File: src/rtl/width_pack_wr.sv
// rtl/width_pack_wr.sv - packs RATIO narrow beats into one wide FIFO write word
// Holds one packed word against FIFO full; flush emits a zero-padded partial word.
module width_pack_wr #(
    parameter int IN_WIDTH = 8,
    parameter int RATIO    = 4,
    parameter int CNT_W    = 16
) (
    input  logic                      clk_wr,
    input  logic                      rst,
    input  logic                      din_valid,
    input  logic [IN_WIDTH-1:0]       din,
    output logic                      din_ready,
    input  logic                      flush,
    input  logic                      full,
    output logic                      wr_req,
    output logic [IN_WIDTH*RATIO-1:0] wdata,
    output logic [CNT_W-1:0]          word_cnt
);
    localparam int W  = IN_WIDTH * RATIO;
    localparam int BW = (RATIO > 1) ? $clog2(RATIO) : 1;
    localparam logic [BW-1:0] LAST = BW'(RATIO - 1);

    typedef enum logic {ACC, FLUSH_WAIT} state_t;

    state_t        state;
    logic [W-1:0]  acc;
    logic [W-1:0]  acc_nxt;
    logic [W-1:0]  pad_word;
    logic [BW-1:0] beat_cnt;
    logic [BW-1:0] beat_nxt;
    logic [BW-1:0] fill;
    logic          flush_pend;
    logic          last_beat;
    logic          accept;
    logic          xfer;
    logic          out_free;
    logic          load_word;
    logic          load_pad;
    logic          go_wait;

    assign flush_pend = (state == FLUSH_WAIT);
    assign last_beat  = (beat_cnt == LAST);
    // Only the final beat needs the output register; earlier beats just fill lanes.
    assign din_ready  = !rst && !flush_pend && !(wr_req && full && last_beat);
    assign accept     = din_valid && din_ready;
    assign xfer       = wr_req && !full;
    assign out_free   = !wr_req || xfer;
    assign load_word  = accept && last_beat;

    always_comb begin
        acc_nxt  = acc;
        beat_nxt = beat_cnt;
        if (accept) begin
            for (int k = 0; k < RATIO; k++) begin
                if (BW'(k) == beat_cnt)
                    acc_nxt[k*IN_WIDTH +: IN_WIDTH] = din;
            end
            beat_nxt = last_beat ? '0 : beat_cnt + 1'b1;
        end
    end

    // A beat accepted alongside flush is packed first, so flush sees beat_nxt.
    always_comb begin
        fill     = flush_pend ? beat_cnt : beat_nxt;
        load_pad = out_free && (flush_pend || (flush && beat_nxt != '0));
        go_wait  = !flush_pend && flush && (beat_nxt != '0) && !out_free;
        pad_word = '0;
        for (int k = 0; k < RATIO; k++) begin
            if (BW'(k) < fill)
                pad_word[k*IN_WIDTH +: IN_WIDTH] = acc_nxt[k*IN_WIDTH +: IN_WIDTH];
        end
    end

    always_ff @(posedge clk_wr or posedge rst) begin
        if (rst) begin
            state    <= ACC;
            acc      <= '0;
            beat_cnt <= '0;
            wr_req   <= 1'b0;
            wdata    <= '0;
            word_cnt <= '0;
        end else begin
            acc      <= acc_nxt;
            beat_cnt <= load_pad ? '0 : beat_nxt;
            if (xfer)
                word_cnt <= word_cnt + 1'b1;
            if (load_word) begin
                wdata  <= acc_nxt;
                wr_req <= 1'b1;
            end else if (load_pad) begin
                wdata  <= pad_word;
                wr_req <= 1'b1;
            end else if (xfer) begin
                wr_req <= 1'b0;
            end
            case (state)
                ACC:        if (go_wait)  state <= FLUSH_WAIT;
                FLUSH_WAIT: if (out_free) state <= ACC;
                default:                  state <= ACC;
            endcase
        end
    end
endmodule

File: config.mk
export PLATFORM = sky130hd
export DESIGN_NAME = width_pack_wr
export DESIGN_NICKNAME = d
export VERILOG_FILES = /design/src/rtl/width_pack_wr.sv
export SDC_FILE = /design/constraint.sdc
export NUM_CORES = 1
export LEC_CHECK = 0
export CAP_MARGIN = 30
export CORE_AREA = 8 8 88 90
export CTS_BUF_LIST = sky130_fd_sc_hd__clkbuf_16
export DETAILED_ROUTE_END_ITERATION = 10
export DIE_AREA = 0 0 96 98
export PLACE_DENSITY = 0.82
export SYNTH_ARGS = -nofsm -noshare
export SYNTH_HDL_FRONTEND = slang
export SYNTH_SLANG_ARGS = --single-unit
export TNS_END_PERCENT = 30
File: constraint.sdc
create_clock -name clk_wr -period 5 [get_ports clk_wr]
set_input_delay 1 -clock clk_wr [delete_from_list [all_inputs] [get_ports clk_wr]]
set_output_delay 1 -clock clk_wr [all_outputs]
set_load 0.01 [all_outputs]
==> metrics <==
Int Power approximately 1600 uW; measured slew at the worst slew-check pin between 1000 and 1500 ps; syn nets 309; post-synth top area cell dfrtp_1; Clock Pin Slew Worst Setup and Hold Paths 60 ps; Power per Cell Area 565 nW/um^2; Comb pwr share 0.355; Psw 839 uW; max_cap viols 0; final setup violation count 0; Fmax roughly 280 MHz; floorplan row count 30; final instance area 4400 um^2; flops & latches, synth 76; Post-synth EDFFs 0; HP Class flip-flop to flip-flop; Async S/R FF share, synth 1.00; worst vdd ir just under 0.0003 V; DP Area 4090 um^2; PostCTS Resize Cnt 0; CTS tree built; Rel. slew slack 0.322; overall global routing resource usage 0.190; first-pass GRT wire length between 10000 and 15000 um; post-route setup TNS 0 ps; WP data required 4000 ps; Final period util 0.719; initial DRC count 195; overflow left after global routing 0; Starting Density 0.528; cts hold-fix bufs 0; Netlist Area Pre-Place 3430 um^2; ys flop type dfrtp_1; Fin Hold WS between 400 and 500 ps; layout cell share with drive strength beyond 1 0.109; TritonCTS buffer count 9; Hold Vio Cnt, Final 0; HPWL after DPL 5730 um; buffers and inverters on the worst path 2; status complete, no violations; Slew Viols, Final 0; CP delay by family, top buffers and inverters; final wirelength 8400 um; crit-path most repeated cell clkdlybuf4s50_1; Buffers on Ports 62; core area 6490 um^2; CTS Root Cell clkbuf_16; FF-to-FF setup slack 1940 ps; vias approximately 2600; Setup CP Type primary input to output pin; vias per cell 5.94; Lkg Pwr 0.00203 uW; Die X 96 um; Post-Place Cells 420; Worst Hold Path Cells 1; hold path startpoint word_cnt[15]; Die Ht a little under 100 um; count of different cell masters after synthesis 44; largest net degree at the start of global routing 77; RePlAce Congestion 0.876; RSZ-0062 raised after global routing no; nets 371; CP Launch Type primary input; Setup Skew approximately 8.5 ps; Initial DRT Pass Iterations 4; Die ar. 9410 um^2; Largest stage delay, worst path 520 ps; number of global-route vias before repair 2668; register area share after synthesis 0.555; crit-path cells clkdlybuf4s50_1 -> and3_1 -> nor3_1 -> clkdlybuf4s50_1; clock network power share 0.252; Min-Delay Endpoint word_cnt[15]; slowest cell on the critical path clkdlybuf4s50_1; antenna violations before repair 0; DR WL/cell about 19 um; Worst R2R Start beat_cnt[1]; final std cells w/o fill around 440; Post-DRT Antenna Nets 0; commonest cells in the netlist 76 x dfrtp_1, 23 x nand2_1, 16 x a22o_1, 16 x inv_1, 12 x mux2_2; CP Capture Type output pin; cell depth of the worst flop-to-flop path 8; R2R Path End wdata[21]; Crit path arrival time between 2000 and 3000 ps; Setup Buffers After CTS 0; Seq pwr share 0.392; ant diodes 0; Worst Path Max Fanout 11; Clk Latency, worst-skew pair 330 ps; Num Clock Sinks 76; area delta synth->final 28.3%; CTS H-tree lvls 3; Filler Cell Count 476; Top-Level Pins 63; Area contributors post-synth dfrtp_1 55%, a22o_1 4.1%, mux2_2 3.9%; Warnings, synthesis 0; final critical-path required period around 3600 ps; switching part of the total 0.338; DRC viols 0; Yosys top cell area share 0.555; post-synthesis instance total 291; CTS Buffer Depth 2; most frequent cell after synthesis dfrtp_1; Mapped Avg Cell Area 11.8 um^2
-- cell families after synthesis --
group / synth area share
buffers and inverters: 0.0420
multiplexers: 0.0821
flip-flops: 0.555
AND/OR/NAND/NOR: 0.129
AO/OA/AOI/OAI: 0.135
adder cells (fa/ha/maj): 0.0183
XOR/XNOR: 0.0383
-- how the worst max path moves through the flow --
stage,from,slack [ps],endpoint,cells after the start
finish,full,1400,din_ready,4
detailed placement,rst,1070,wdata[17],7
global route,full,1340,din_ready,4
CTS,rst,1400,wdata[21],7
floorplan,rst,1270,wdata[16],4
global placement,full,1210,wdata[16],7
-- layout by cell type, fill, tap and decap left out, types with 2 or more instances in the layout --
master / instances
nand3_1: 9
a21oi_1: 2
mux2_1: 5
mux2i_1: 9
and3_1: 4
inv_1: 15
ha_1: 5
o31ai_1: 9
xnor2_1: 8
buf_4: 4
nor2b_1: 3
a31oi_1: 8
clkinv_2: 4
buf_2: 2
nand4b_1: 8
nor3_1: 4
o211ai_1: 8
nor2_1: 5
mux2_2: 12
nand4_1: 11
dfrtp_1: 76
o311ai_0: 9
nand2_1: 23
a22o_1: 16
clkdlybuf4s50_1: 62
xor2_1: 7
clkbuf_16: 9
-- layer usage --
layer	GRT usage	routed length, um	part of all wire	vias to the layer above
li1	-	-	-	1201
met1	0.241	3450	0.41	1290
met2	0.294	4200	0.50	103
met3	0.0422	646	0.077	8
met4	0.0982	100	0.012	0
met5	0	0	0	-
-- state kept, by name (all words and copies together) (netlist names) --
name / flops
acc: 24
flush_pend: 1
beat_cnt: 2
wr_req: 1
word_cnt: 16
wdata: 32
-- layout make-up --
class                           instances  area (um^2)  share of cell area
Tap cell                               80          100              0.0228
Multi-Input combinational cell        182         1380               0.314
Inverter                               16         60.1              0.0137
Clock buffer                            9          225              0.0512
Sequential cell                        76         1900               0.433
Timing Repair Buffer                   68          661               0.150
Clock inverter                          7         66.3              0.0151
-- stage by stage --
stage | util | setup WS [ps] | total power (uW)
after floorplan | - | 1270 | 1490
after global placement | 0.630 | 1210 | 1810
after detailed placement | 0.630 | 1070 | 1840
after CTS | 0.675 | 1400 | 2490
after global routing | 0.677 | 1340 | 2630
final | 0.677 | 1400 | 2480
-- power groups by stage --
stage               Clock, uW  Combinational (uW)  Sequential, uW
global placement            0                 841             970
CTS                       639                 877             972
finish                    626                 882             974
detailed placement          0                 867             977
floorplan                   0                 499             988
global route              666                 965             999
Note: power is estimated with default switching activity, not from simulation.
==> patch (same flow settings) <==
Reset style: synchronous (`rst`), changed in one clocked block.
--- a/src/rtl/width_pack_wr.sv
+++ b/src/rtl/width_pack_wr.sv
@@ -73,3 +73,3 @@
 
-    always_ff @(posedge clk_wr or posedge rst) begin
+    always_ff @(posedge clk_wr) begin
         if (rst) begin
Behaviour: differs if rst is asserted again (counterexample within 4 cycles, from zero or initial values and one cycle with rst high); with rst held inactive, the same outputs for 10 cycles.
==> patch against the original RTL <==
- sequential cell count unchanged
- clock skew decreased by 0.0045 ns
- critical path type unchanged
- worst setup slack got worse by 0.085 ns
- fmax decreased by 2.3%
- design area increased by 0.88%
- routed wire length increased by 9.6%
- utilization increased by 0.60 points
- area after synthesis increased by 3.1%
- critical endpoint unchanged
Power is not compared: it rests on default switching activity, and its combinational part moved more than twofold at a synthesized area within 25%.
==> patch: results (changes against the original RTL) <==
stage,metric,value,unit,change
status,status,completed,,
synth,synth top area cells,"dfxtp_1 43%, a2bb2oi_1 4.2%, o31a_1 4.2%",,
global_routing,first-pass GRT wire length,14.9,mm,+7.6%
global_routing,largest net degree at the start of global routing,44,,-43%
critical_path,CP Max Fanout,14,,+3
critical_path,r2r worst-path depth,6,,-2
global_routing,vias in the first global route,3075,,+15%
finish,FILL cells,526,,+11%
placed_design,dpl cell area,0.00417,sq mm,+2.0%
detailed_routing,Vias/cell,6.21,,+4.6%
critical_path,Worst Setup SP,rst,,
sta,worst-margin pin slew,0.761,ns,-0.245 ns
detailed_routing,met2 wire length,4.58,mm,+8.9%
synth,main flop type after synthesis,dfxtp_1,,
placed_design,"worst slack, placed",1.29,ns,+0.220 ns
detailed_routing,DRT iter0 DRCs,214,,+9.7%
synth,Synthesized Nets,405,,+31%
synth,"Seq/Total Area, Yosys",43.1,%,-12 points
detailed_routing,met3 wire length,508,um,-21%
synth,Mean Syn Cell Area,9.13,sq um,-22%
synth,"FFs w/ async S/R, synth",0,%,-100 points
finish,fin nets,452,,+22%
sta,skew final,0.00404,ns,-0.00450 ns
critical_path,r2r endpoint,wdata[10],,
critical_path,Crit path arrival time,2.68,ns,+0.08 ns
finish,layout cells sized above 1,6.61,%,-4.3 points
-- patch: cell type report --
type | instances | area, sq um | area share (%)
sequential | 76 | 1520 | 34.3
timing repair buffer | 69 | 673 | 15.2
clock inverter | 7 | 35.0 | 0.790
clock buffer | 9 | 225 | 5.08
tap | 80 | 100 | 2.26
inverter | 22 | 82.6 | 1.86
multi-input combinational | 256 | 1800 | 40.5
-- patch: cell families after synthesis --
logic type               count (synthesis)  synth area share [%]
AND/OR/NAND/NOR                        106                  17.6
multiplexers                             1                 0.283
AO/OA/AOI/OAI                          136                  29.1
adder cells (fa/ha/maj)                  5                  1.77
flip-flops                              76                  43.1
XOR/XNOR                                 8                  1.98
buffers and inverters                   55                  6.23
-- patch: power by group through the flow --
| stage | Clock, W | Combinational (W) | Sequential [W] |
|---|---|---|---|
| after floorplan | 0 | 0.0000809 | 0.000661 |
| after global placement | 0 | 0.000154 | 0.000655 |
| after detailed placement | 0 | 0.000157 | 0.000656 |
| after CTS | 0.000573 | 0.000157 | 0.000643 |
| after global routing | 0.000600 | 0.000169 | 0.000645 |
| final | 0.000568 | 0.000157 | 0.000643 |
-- patch: metal layers --
| layer | up-vias | global-route usage, % |
|---|---|---|
| met2 | 99 | 32.0 |
| li1 | 1576 | - |
| met5 | - | 0 |
| met4 | 0 | 8.64 |
| met3 | 16 | 4.45 |
| met1 | 1533 | 24.0 |
-- patch: stage by stage --
step | total power [W] | utilization (%)
2_1_floorplan | 0.000742 | -
3_3_place_gp | 0.000809 | 64.3
3_5_place_dp | 0.000812 | 64.3
4_1_cts | 0.00137 | 68.3
5_1_grt | 0.00141 | 68.3
6_report | 0.00137 | 68.3
-- patch: worst min-delay path by stage --
stage | to | depth (start not counted) | slack (ns)
global route | wdata[29] | 2 | 0.50
detailed placement | wdata[24] | 2 | 0.46
global placement | wdata[31] | 2 | 0.46
CTS | wdata[24] | 2 | 0.47
finish | wdata[24] | 2 | 0.47
floorplan | acc[14] | 2 | 0.45
-- patch: worst reg2reg max path, cell delays in order (launching register included) --
cell       delay (ns)
dfxtp_1          0.65
ha_1             0.40
nand3_1          0.59
a2111oi_2        0.65
nor3_2           0.17
buf_4            0.25
o22a_1           0.23
